**config.mk**
```make
export PLATFORM = sky130hd
export DESIGN_NAME = agent_trans_gen
export DESIGN_NICKNAME = d
export VERILOG_FILES = /design/src/rtl/agent_pkg.sv /design/src/rtl/trans_fifo_buf.sv /design/src/rtl/agent_trans_gen.sv
export SDC_FILE = /design/constraint.sdc
export NUM_CORES = 1
export LEC_CHECK = 0
export ABC_CLOCK_PERIOD_IN_PS = 6350
export CAP_MARGIN = 5
export CORE_UTILIZATION = 45
export DETAILED_ROUTE_END_ITERATION = 16
export GPL_ROUTABILITY_DRIVEN = 0
export GPL_TIMING_DRIVEN = 0
export PLACE_DENSITY_LB_ADDON = 0.05
export SYNTH_ARGS = -nofsm -noshare
export SYNTH_HDL_FRONTEND = slang
export SYNTH_SLANG_ARGS = --single-unit
```
**constraint.sdc**
```tcl
create_clock -name clk -period 6.35 [get_ports clk]
set_input_delay 1.27 -clock clk [delete_from_list [all_inputs] [get_ports clk]]
set_output_delay 1.27 -clock clk [all_outputs]
set_load 0.02 [all_outputs]
```
**src/rtl/agent_pkg.sv**
```systemverilog
// Shared types and constants for the transaction-generating agent.
// Holds the command encoding, FSM states and the Galois LFSR step.
package agent_pkg;

  typedef enum logic [1:0] {
    LLENADO_ALEATORIO    = 2'd0,
    TRANS_ALEATORIA      = 2'd1,
    TRANS_ESPECIFICA     = 2'd2,
    SEC_TRANS_ALEATORIAS = 2'd3
  } instr_e;

  typedef enum logic {
    IDLE = 1'b0,
    GEN  = 1'b1
  } state_e;

  // Right-shifting Galois form of x^32 + x^22 + x^2 + x + 1.
  localparam logic [31:0] LFSR_TAPS    = 32'h8020_0003;
  localparam logic [31:0] DEFAULT_SEED = 32'hACE1_2024;

  function automatic logic [31:0] lfsr_next(input logic [31:0] s);
    return (s >> 1) ^ (s[0] ? LFSR_TAPS : 32'h0);
  endfunction

endpackage

```
**src/rtl/trans_fifo_buf.sv**
```systemverilog
// First-word-fall-through circular FIFO; push is accepted when full only if
// a pop happens in the same cycle. Head reads as zero while empty.
module trans_fifo_buf #(
  parameter int W     = 42,
  parameter int DEPTH = 8,
  localparam int AW   = $clog2(DEPTH),
  localparam int CW   = AW + 1
) (
  input  logic          clk,
  input  logic          reset,
  input  logic          push,
  input  logic [W-1:0]  din,
  output logic          full,
  input  logic          pop,
  output logic [W-1:0]  dout,
  output logic          empty,
  output logic [CW-1:0] count
);

  logic [W-1:0]  mem [DEPTH];
  logic [AW-1:0] wr_ptr, rd_ptr;
  logic          do_push, do_pop;

  assign empty   = (count == '0);
  assign full    = (count == CW'(DEPTH));
  assign do_pop  = pop && !empty;
  assign do_push = push && (!full || do_pop);
  assign dout    = empty ? '0 : mem[rd_ptr];

  // NOTE: storage is deliberately left out of reset; the count gates every read.
  always_ff @(posedge clk) begin
    if (do_push) mem[wr_ptr] <= din;
  end

  always_ff @(posedge clk) begin
    if (reset) begin
      wr_ptr <= '0;
      rd_ptr <= '0;
      count  <= '0;
    end else begin
      // Pointers are exactly log2(DEPTH) wide, so wrap is free.
      if (do_push) wr_ptr <= wr_ptr + AW'(1);
      if (do_pop)  rd_ptr <= rd_ptr + AW'(1);
      case ({do_push, do_pop})
        2'b10:   count <= count + CW'(1);
        2'b01:   count <= count - CW'(1);
        default: count <= count;
      endcase
    end
  end

endmodule

```
**src/rtl/agent_trans_gen.sv**
```systemverilog
// Command-driven transaction generator: IDLE/GEN FSM, LFSR and remaining
// counter feed a FWFT FIFO drained through a valid/ready port.
module agent_trans_gen
  import agent_pkg::*;
#(
  parameter int          pckg_sz   = 40,
  parameter int          deep_fifo = 8,
  parameter int          drvrs     = 4,
  parameter logic [31:0] SEED      = DEFAULT_SEED,
  localparam int         SRC_W     = $clog2(drvrs),
  localparam int         CNT_W     = $clog2(deep_fifo) + 1
) (
  input  logic               clk,
  input  logic               reset,
  input  logic               instr_valid,
  input  logic [1:0]         instr_code,
  output logic               instr_ready,
  input  logic [7:0]         num_trans,
  input  logic [SRC_W-1:0]   spec_source,
  input  logic [pckg_sz-1:0] spec_data,
  output logic               out_valid,
  input  logic               out_ready,
  output logic [SRC_W-1:0]   out_source,
  output logic [pckg_sz-1:0] out_data,
  output logic [CNT_W-1:0]   fifo_count,
  output logic               busy
);

  localparam int W = SRC_W + pckg_sz;

  state_e             state_q, state_d;
  instr_e             cmd_q;
  logic [7:0]         remaining_q, remaining_d;
  logic [SRC_W-1:0]   spec_src_q;
  logic [pckg_sz-1:0] spec_data_q;
  logic [31:0]        lfsr_q;
  logic               lfsr_adv;

  logic               push, full, empty, pop_eff;
  logic [W-1:0]       din, dout;
  logic [pckg_sz-1:0] rand_data;
  logic               accept;

  assign instr_ready = (state_q == IDLE) && !reset;
  assign accept      = instr_valid && instr_ready;
  assign busy        = (state_q != IDLE);
  assign out_valid   = !empty;
  assign pop_eff     = out_ready && !empty;
  assign out_source  = dout[W-1 -: SRC_W];
  assign out_data    = dout[pckg_sz-1:0];

  always_comb begin
    rand_data = '0;
    for (int i = 0; i < pckg_sz; i++) rand_data[i] = lfsr_q[i % 32];
  end

  // NOTE: every output of this block gets a default first so no latch is inferred.
  always_comb begin
    state_d     = state_q;
    remaining_d = remaining_q;
    push        = 1'b0;
    lfsr_adv    = 1'b0;
    din         = {lfsr_q[SRC_W-1:0], rand_data};
    case (state_q)
      IDLE: begin
        if (accept) begin
          state_d = GEN;
          case (instr_e'(instr_code))
            SEC_TRANS_ALEATORIAS: remaining_d = num_trans;
            LLENADO_ALEATORIO:    remaining_d = 8'd0;
            default:              remaining_d = 8'd1;
          endcase
        end
      end
      GEN: begin
        if (cmd_q == LLENADO_ALEATORIO) begin
          // Fill stops on reaching full, including when full at accept.
          if (full) begin
            state_d = IDLE;
          end else begin
            push     = 1'b1;
            lfsr_adv = 1'b1;
            if (fifo_count == CNT_W'(deep_fifo - 1) && !pop_eff) state_d = IDLE;
          end
        end else if (remaining_q == 8'd0) begin
          state_d = IDLE;
        end else if (!full || pop_eff) begin
          push        = 1'b1;
          remaining_d = remaining_q - 8'd1;
          if (cmd_q == TRANS_ESPECIFICA) din = {spec_src_q, spec_data_q};
          else                           lfsr_adv = 1'b1;
          if (remaining_q == 8'd1) state_d = IDLE;
        end
      end
      default: state_d = IDLE;
    endcase
  end

  // NOTE: sequential state uses non-blocking assignments so all registers update together.
  always_ff @(posedge clk) begin
    if (reset) begin
      state_q     <= IDLE;
      cmd_q       <= LLENADO_ALEATORIO;
      remaining_q <= '0;
      spec_src_q  <= '0;
      spec_data_q <= '0;
      lfsr_q      <= SEED;
    end else begin
      state_q     <= state_d;
      remaining_q <= remaining_d;
      if (accept) begin
        cmd_q       <= instr_e'(instr_code);
        spec_src_q  <= spec_source;
        spec_data_q <= spec_data;
      end
      if (lfsr_adv) lfsr_q <= lfsr_next(lfsr_q);
    end
  end

  trans_fifo_buf #(.W(W), .DEPTH(deep_fifo)) u_fifo (
    .clk   (clk),
    .reset (reset),
    .push  (push),
    .din   (din),
    .full  (full),
    .pop   (pop_eff),
    .dout  (dout),
    .empty (empty),
    .count (fifo_count)
  );

endmodule

```
Word level (Yosys, flattened, before mapping)
Memories as Yosys holds them, arrays and structs flattened. A register that Yosys moved wholly into a read port is not among the register bits.
Cells that the tools add are included.
W data, S select, Z words.
{"block": "classes", "addsub": 5, "multipliers": 0, "n_div": 0, "magnitude_cmp": 0, "n_eq_ne": 11, "shift": 0, "mux": 36, "n_bitwise": 2, "reduce_logical": 18}
{"operator": "$mux W42", "count": 6}
{"operator": "$mux W32", "count": 1}
{"operator": "$mux W8", "count": 4}
{"operator": "$pmux W8 S2", "count": 2}
{"operator": "$xor A31 B32 Y32", "count": 1}
{"operator": "$mux W1", "count": 19}
{"operator": "$eq A8 B1 Y1 const B", "count": 1}
{"operator": "$logic_not A8 Y1", "count": 1}
{"operator": "$pmux W4 S2", "count": 1}
{"operator": "$sub A8 B1 Y8 const B", "count": 1}
{"operator": "$add A3 B1 Y3 const B", "count": 2}
{"operator": "$eq A2 B2 Y1 const B", "count": 3}
{"operator": "$logic_and A1 B1 Y1", "count": 6}
{"operator": "$mux W3", "count": 2}
{"operator": "$ne A2 B2 Y1 const B", "count": 3}
{"operator": "$add A4 B1 Y4 const B", "count": 1}
{"operator": "$eq A4 B3 Y1 const B", "count": 1}
{"operator": "$eq A4 B4 Y1 const B", "count": 1}
{"operator": "$logic_not A1 Y1", "count": 4}
{"operator": "$logic_not A2 Y1", "count": 2}
{"operator": "$logic_not A4 Y1", "count": 1}
{"operator": "$reduce_and A4 Y1", "count": 1}
{"operator": "$sub A4 B1 Y4 const B", "count": 1}
{"operator": "$eq A2 B1 Y1 const B", "count": 1}
{"operator": "5 further kinds", "count": 6}
{"block": "word_totals", "reg_bits": 95, "latchBits": 0, "ram_bits": 336, "mem_bits_ro": 0, "inputBits": 56, "out_inout_bits": 49, "wordCells": 82, "memories": 1}
{"memory": "u_fifo.mem", "depth": 8, "width": 42, "read_ports": 1, "rd_ports_with_merged_regs": 1, "wr": 1, "line": "trans_fifo_buf.sv:20", "source": "logic [W-1:0] mem [DEPTH];"}

Logic depth before layout (Yosys ltp)
Gate-level depths: netlist (run 1).
{"block": "depth", "word_depth": 11, "depth_mapped": 12, "depth_no_buf": 12}

By module
Synthesis (run 1) repeated with hierarchy kept, for this count alone.
{"block": "unflattened", "cells_unflattened": 1153, "hier_area_um2": 17319.1}
{"mod": "trans_fifo_buf", "n_inst": 1, "cells_each": 615, "area_per_inst_um2": 13491.7, "seq_area_each_um2": 10349.9}
{"mod": "agent_trans_gen", "n_inst": 1, "cells_each": 538, "area_per_inst_um2": 3827.4, "seq_area_each_um2": 1701.6}

Worst setup path before layout (run 1)
OpenSTA, ideal clock, no wires.
{"block": "synth_path", "path_type": "input port to flip-flop", "startpoint": "input port out_ready", "endpoint": "memory u_fifo.mem[4][0] (enable)", "setup_time_ns": 0.502, "arrival_time_ns": 5.182, "required_ns": 5.848, "slack_ns": 0.665, "path_stages": 5, "n_path_buf": 1, "path_cell_list": "buf_4 -> o21a_1 -> o21ai_0 -> or3_1 -> nor3b_1"}
{"block": "synth_between", "elab_chain_cells": 9, "word_cells_on_any_way": 11, "cone_classes": "6 x mux; 5 x reduce/logical"}
{"item": "start: declaration", "line": "agent_trans_gen.sv:22", "source": "input logic out_ready,"}
{"item": "$logic_and A1 B1 Y1 (*)", "line": "agent_trans_gen.sv:48", "source": "assign pop_eff = out_ready && !empty;"}
{"item": "$logic_or A1 B1 Y1", "line": "agent_trans_gen.sv:87", "source": "end else if (!full || pop_eff) begin"}
{"item": "$mux W1", "line": "agent_trans_gen.sv:87"}
{"item": "$mux W1", "line": "agent_trans_gen.sv:85", "source": "end else if (remaining_q == 8'd0) begin"}
{"item": "$mux W1", "line": "agent_trans_gen.sv:76", "source": "if (cmd_q == LLENADO_ALEATORIO) begin"}
{"item": "$mux W1", "line": "agent_trans_gen.sv:64", "source": "case (state_q)"}
{"item": "$logic_and A1 B1 Y1 (*)", "line": "trans_fifo_buf.sv:27", "source": "assign do_push = push && (!full || do_pop);"}
{"item": "$mux W1 (*)", "line": "trans_fifo_buf.sv:32", "source": "if (do_push) mem[wr_ptr] <= din;"}
{"item": "$mux W1 (not written as such) (*)", "line": "trans_fifo_buf.sv:32"}
{"item": "end: declaration", "line": "trans_fifo_buf.sv:20"}
Mark *: on every way between the ends. The rest lies on a longest branch, timed or not.

==> impl_metrics.ini, run 1 <==
[job]
cap_violations = 0

[floorplan]
pin_count = 105
fp.coreArea_mm2 = 0.0387
rows = 72
die_area_mm2 = 0.0402
start_util_pct = 45.8
fp.dieH_um = 200
die_w_um = 200

[yosys]
syn-num-nets = 1134
synthXorXnorAreaFrac_pct = 0.346
synthSimpleGateAreaFrac_pct = 8.50
synth-seq-cells = 434
syn_avg_cell_area_um2 = 16.5
synth_top_area_share_pct = 56.9
yosysSeqAreaShare_pct = 68.0
synthAdderAreaFrac_pct = 0.494
synth_compound_area_share_pct = 2.02
syn_inst = 1071
yosysWarnings = 0
async_flop_share_pct = 0
synth.most_common_cell = edfxtp_1
ys_top_cells_by_count = edfxtp_1, dfxtp_1, nand2_1
synthMuxAreaShare_pct = 18.6
synth_top_family_by_area = multiplexers
synth_area_leaders = edfxtp_1, dfxtp_1, mux4_2
synth_edf_count = 336
yosysUniqueCellTypes = 53
syn_area_mm2 = 0.0177
synth_top_area_cell = edfxtp_1
synthFlopType = edfxtp_1

[cts]
cts_buffers = 44
cts.sinks = 434
clk_pin_slew_ns = 0.06
worstSkewPairLatency_ns = 0.56
tritoncts = yes
cts_setup_buffers = 0
cts_max_level = 2
clockRootBuffer = clkbuf_16
ctsResizeCount = 0
ctsHoldBuffers = 0
cts_max_path_buffers = 3

[critical_path]
arrival_ns = 3.68
crit_buf_inv = 3
crit_path_end_kind = output port
cp_slowest_stage_delay_ns = 0.72
rrSetupSlack_ns = 3.05
worstRegToRegCells = 9
crit_family = buffers and inverters
slowest_stage = clkbuf_1
endpoint = out_data[18]
rr_startpoint = remaining_q[0]
startpoint_type = flip-flop
reg2reg_to = u_fifo.mem[4][25]
crit_type = reg2out
crit_cells = 6
required_ns = 5.08
path_max_fanout = 10
crit_chain = clkbuf_1 > buf_2 > mux4_2 > mux2i_1 > nor2_1 > clkdlybuf4s50_1

[routing]
avgViaCountPerCell = 5.44
drc_errors = 0
wl_per_cell_um = 23.5
firstDrtPassIters = 6
drt-initial-drc-count = 761
routed_wl_um = 42400
vias = 9812
ant_nets = 0

[sta]
fin_tns_setup_ns = 0
fmax_ghz = 0.202
finalCriticalPeriod_ns = 4.95
timing.slew.headroom_pct = 21.6
hold_ws_ns = 0.476
rsz0062_at_grt = no
setup_ws_ns = 1.40
fin_crit_sh_pct = 78.0
setup_viol = 0
worstMarginPinSlew_ns = 1.18
skew_ns = 0.0197
maxSlewViolCount = 0
hold_viol_final = 0

[pwr]
power_density_mw_per_mm2 = 366
p_leak_uw = 0.00725
ir_drop_mv = 0.258
p_total_uw = 7840

[global_routing]
grt_pass1_vias = 9928
grt_overflow_total = 0
met1_usage_pct = 31.6
grt_busiest_layer = met2
grt_max_degree = 24
use_met2_pct = 33.4
grt_usage_pct = 21.4
antenna_found_initial = 0
grt_pass1_wl_um = 63000
use_met3_pct = 2.99

[final_layout]
insertedDiodeCount = 0
drive_gt1_share_pct = 20.6
syn_to_final_growth_pct = 20.8
layout.nets = 1317
post-route-util_pct = 55.3

[min_path]
hold_path.class = reg2reg

[placement]
portBuffers = 103
dp_hpwl_um = 28400
post-place-ws_ns = 1.92

[run_status]
status = complete, no violations
-- metrics by stage --
stage          cells  cell area [um^2]
6_report        1805             21400
5_1_grt         1805             21400
4_1_cts         1805             21400
3_5_place_dp    1726             19900
3_3_place_gp    1692             19400
2_1_floorplan   1071             17700
-- placed cells by master (no fill, tap or decap), types with 5 or more instances in the layout --
cell	n
nand2b_1	29
mux2_4	40
nor3_1	6
buf_6	34
nand3b_1	46
inv_1	7
bufinv_16	6
clkbuf_1	41
o21ai_0	10
a21oi_1	9
clkdlybuf4s50_1	103
ha_1	7
buf_2	6
edfxtp_1	336
buf_8	6
nand3_1	7
nand2_1	95
xor2_1	5
clkbuf_8	9
mux2_2	7
nor2b_1	6
clkinv_2	5
nor2_1	79
mux4_2	84
dfxtp_1	98
clkinv_1	6
mux2i_1	73
buf_1	15
clkbuf_16	46
-- state kept, by name, indices dropped and copies added, names as in the netlist, named ones only --
| name | flops |
|---|---|
| remaining_q | 8 |
| u_fifo.rd_ptr | 3 |
| u_fifo.wr_ptr | 3 |
| u_fifo.mem | 336 |
| cmd_q | 2 |
| busy | 1 |
| lfsr_q | 32 |
| spec_data_q | 40 |
| spec_src_q | 2 |
| u_fifo.count | 4 |
-- routing by layer --
layer / vias up / routed length, um
met4: 0 / 697
met1: 5016 / 19800
met2: 281 / 19800
met3: 49 / 2130
met5: - / 0
li1: 4466 / -
-- worst min-delay path, delay by kind of cell, from the launching register on --
kind | cells | cell delay (ns)
DFF | 1 | 0.31
and+or+nand+nor | 2 | 0.13
-- kinds of logic (layout without fill, tap and decap cells) --
kind of cell | count (synthesis) | in the layout
muxes | 204 | 204
DFF | 434 | 434
and+or+nand+nor | 297 | 297
buffers and inverters | 74 | 290
AOI/OAI and AO/OA | 48 | 48
adders and majority gates | 7 | 7
xor gates and xnor gates | 7 | 7
-- worst min-delay path by stage --
stage                     from         endpoint  depth (start not counted)  slack (ns)
2_1_floorplan   spec_data_q[0]   spec_data_q[0]                          2        0.45
3_3_place_gp   spec_data_q[28]  spec_data_q[28]                          2        0.46
3_5_place_dp     spec_src_q[0]    spec_src_q[0]                          2        0.46
4_1_cts          spec_src_q[0]    spec_src_q[0]                          2        0.48
5_1_grt        spec_data_q[11]  spec_data_q[11]                          2        0.49
6_report         spec_src_q[1]    spec_src_q[1]                          2        0.48
-- where the power goes --
part,internal [uW],switching [uW]
clock,1670,1050
sequential,3230,72.3
combinational,799,1020
-- area by class of cell --
cell class | instances | area, um^2
flip-flops and latches | 434 | 12100
fillers | 3145 | 17300
repair buffers | 137 | 1450
inverters | 7 | 26.3
plain buffers | 67 | 332
multi-input cells | 563 | 5370
clock inverters | 18 | 235
well taps | 518 | 648
clock buffers | 61 | 1300
Note: power is estimated with default switching activity, not from simulation.
==> run 2: changes to the inputs <==
--- a/config.mk
+++ b/config.mk
@@ -5,7 +5,7 @@
 export SDC_FILE = /design/constraint.sdc
 export NUM_CORES = 1
 export LEC_CHECK = 0
-export ABC_CLOCK_PERIOD_IN_PS = 6350
+export ABC_CLOCK_PERIOD_IN_PS = 4900
 export CAP_MARGIN = 5
 export CORE_UTILIZATION = 45
 export DETAILED_ROUTE_END_ITERATION = 16
==> constraint.sdc (replaced) <==
create_clock -name clk -period 4.9 [get_ports clk]
set_input_delay 0.98 -clock clk [delete_from_list [all_inputs] [get_ports clk]]
set_output_delay 0.98 -clock clk [all_outputs]
set_load 0.02 [all_outputs]
==> run 2 against run 1 <==
  * Routed wire length down 0.92%
  * Hold slack got worse by 0.0048 ns
  * Critical path depth unchanged
  * Worst setup slack got worse by 1.0 ns
  * First-iteration DRC count down 22%
  * Power rose by 28%
  * Non-clock buffer count fell by 8
  * Global-route usage is 0.051 points higher
  * Largest power group unchanged
  * Cell area about the same
  * Sequential power rose by 30%
  * Via count decreased by 0.71%
  * Flip-flop and latch count is the same
==> impl_metrics.ini, run 2 (synthesis gave the netlist of run 1 again) <==
[routing]
drt-initial-drc-count = 590
vias = 9742
firstDrtPassIters = 5
ant_nets = 0
wl_per_cell_um = 23.4
avgViaCountPerCell = 5.42
routed_wl_um = 42000
drc_errors = 0

[placement]
postPlaceCellArea_mm2 = 0.0199
post-place-ws_ns = 0.854
dpl.cell_count = 1718
portBuffers = 103
dp_hpwl_um = 27900

[global_routing]
antenna_found_initial = 0
grt_pass1_wl_um = 63700
met1_usage_pct = 30.8
use_met3_pct = 2.71
grt_busiest_layer = met2
grt_usage_pct = 21.4
grt_overflow_total = 0
grt_pass1_vias = 10200
grt_max_degree = 24
use_met2_pct = 34.7

[final_layout]
largest_register = u_fifo.mem
drive_gt1_share_pct = 20.1
fin_area_mm2 = 0.0214
largestRegisters = u_fifo.mem x336, spec_data_q x40, lfsr_q x32
layout_common_cells = edfxtp_1, clkdlybuf4s50_1, dfxtp_1, nand2_1, mux4_2
layout.nets = 1310
stdcell_count = 1799
fillers = 3108
largest_reg_flops = 336
mostFrequentLayoutCell = edfxtp_1
syn_to_final_growth_pct = 20.7
insertedDiodeCount = 0

[min_path]
hold_path.class = reg2reg

[critical_path]
path_max_fanout = 10
crit_buf_inv = 3
crit_chain = clkbuf_1 > buf_1 > mux4_2 > mux2i_1 > nor2_1 > clkdlybuf4s50_1
startpoint_type = flip-flop
cp_slowest_stage_delay_ns = 0.71
crit_type = reg2out
required_ns = 3.92
crit_path_end_kind = output port
arrival_ns = 3.57
slowest_stage = buf_1
crit_family = buffers and inverters

[sta]
setup_viol = 0
setup_ws_ns = 0.350
rsz0062_at_grt = no
timing.slew.headroom_pct = 22.3
maxSlewViolCount = 0
worstMarginPinSlew_ns = 1.16
fin_crit_sh_pct = 92.9
finalCriticalPeriod_ns = 4.55
skew_ns = 0.0234
hold_viol_final = 0
fmax_ghz = 0.220

[floorplan]
start_util_pct = 45.8
die_area_mm2 = 0.0402
die_w_um = 200
rows = 72
pin_count = 105
fp.dieH_um = 200
fp.coreArea_mm2 = 0.0387

[cts]
ctsResizeCount = 0
clockRootBuffer = clkbuf_16
ctsHoldBuffers = 0
cts_buffers = 45
clk_pin_slew_ns = 0.06
cts_setup_buffers = 0
worstSkewPairLatency_ns = 0.55
tritoncts = yes
cts.sinks = 434
cts_max_path_buffers = 3
cts_max_level = 2

[pwr]
pwr-share-clk_pct = 33.8
p_switching_uw = 2760
p_int_uw = 7250
power_density_mw_per_mm2 = 468
switching_share_pct = 27.6
ir_drop_mv = 0.323
seq_power_share_pct = 42.7
p_leak_uw = 0.00721
p_comb_share_pct = 23.5

[job]
cap_violations = 0

[run_status]
status = complete, no violations
run 2: cell count changes in the layout (fill, tap and decap cells not counted), sizes merged:
cell / delta
clkinv: +6
clkbuf: -2
bufinv: -2
buf: -8
run 2: final cells by class:
cell class | count | area (um^2) | area share [%]
Clock inverter | 22 | 201 | 0.942
Multi-Input combinational cell | 563 | 5390 | 25.2
Sequential cell | 434 | 12100 | 56.3
Clock buffer | 59 | 1270 | 5.93
Inverter | 7 | 26.3 | 0.123
Buffer | 67 | 332 | 1.55
Timing Repair Buffer | 129 | 1470 | 6.89
Tap cell | 518 | 648 | 3.03
run 2: worst paths after layout:
path	cells past startpoint	start	slack, ns	to
max reg2reg	8	remaining_q[0]	1.69	u_fifo.mem[4][10]
max	6	flip-flop	0.35	out_data[19]
min	2	spec_data_q[27]	0.47	spec_data_q[27]
min reg2reg	2	spec_data_q[27]	0.47	spec_data_q[27]
run 2: stage by stage:
step                hold WS [ns]  total power [uW]  utilization [%]  TNS (ns)
floorplan                  0.446              5710                -    -25.58
finish                     0.472             10000             55.2         0
CTS                        0.475             10100             55.2         0
detailed placement         0.463              6750             51.4         0
global route               0.493             10400             55.2         0
global placement           0.459              6690             50.1   -759.40
run 2: power groups by stage:
stage | clock network (uW) | registers (uW) | logic, uW
after floorplan | 0 | 4340 | 1380
after global placement | 0 | 4360 | 2330
after detailed placement | 0 | 4350 | 2390
after CTS | 3450 | 4280 | 2400
after global routing | 3590 | 4290 | 2540
final | 3380 | 4280 | 2350
run 2: routing by layer:
| layer | vias up | routed length, um |
|---|---|---|
| met2 | 220 | 20000 |
| li1 | 4458 | - |
| met5 | - | 0 |
| met3 | 58 | 1790 |
| met1 | 5006 | 19400 |
| met4 | 0 | 857 |
run 2: worst register-to-register path, cell delays in order, from the launching register on:
cell,delay [ns]
dfxtp_1,0.41
inv_1,0.09
ha_1,0.24
or3b_2,0.28
nor3_1,0.10
or3_1,0.54
nor3b_4,0.80
buf_16,0.23
buf_8,0.20
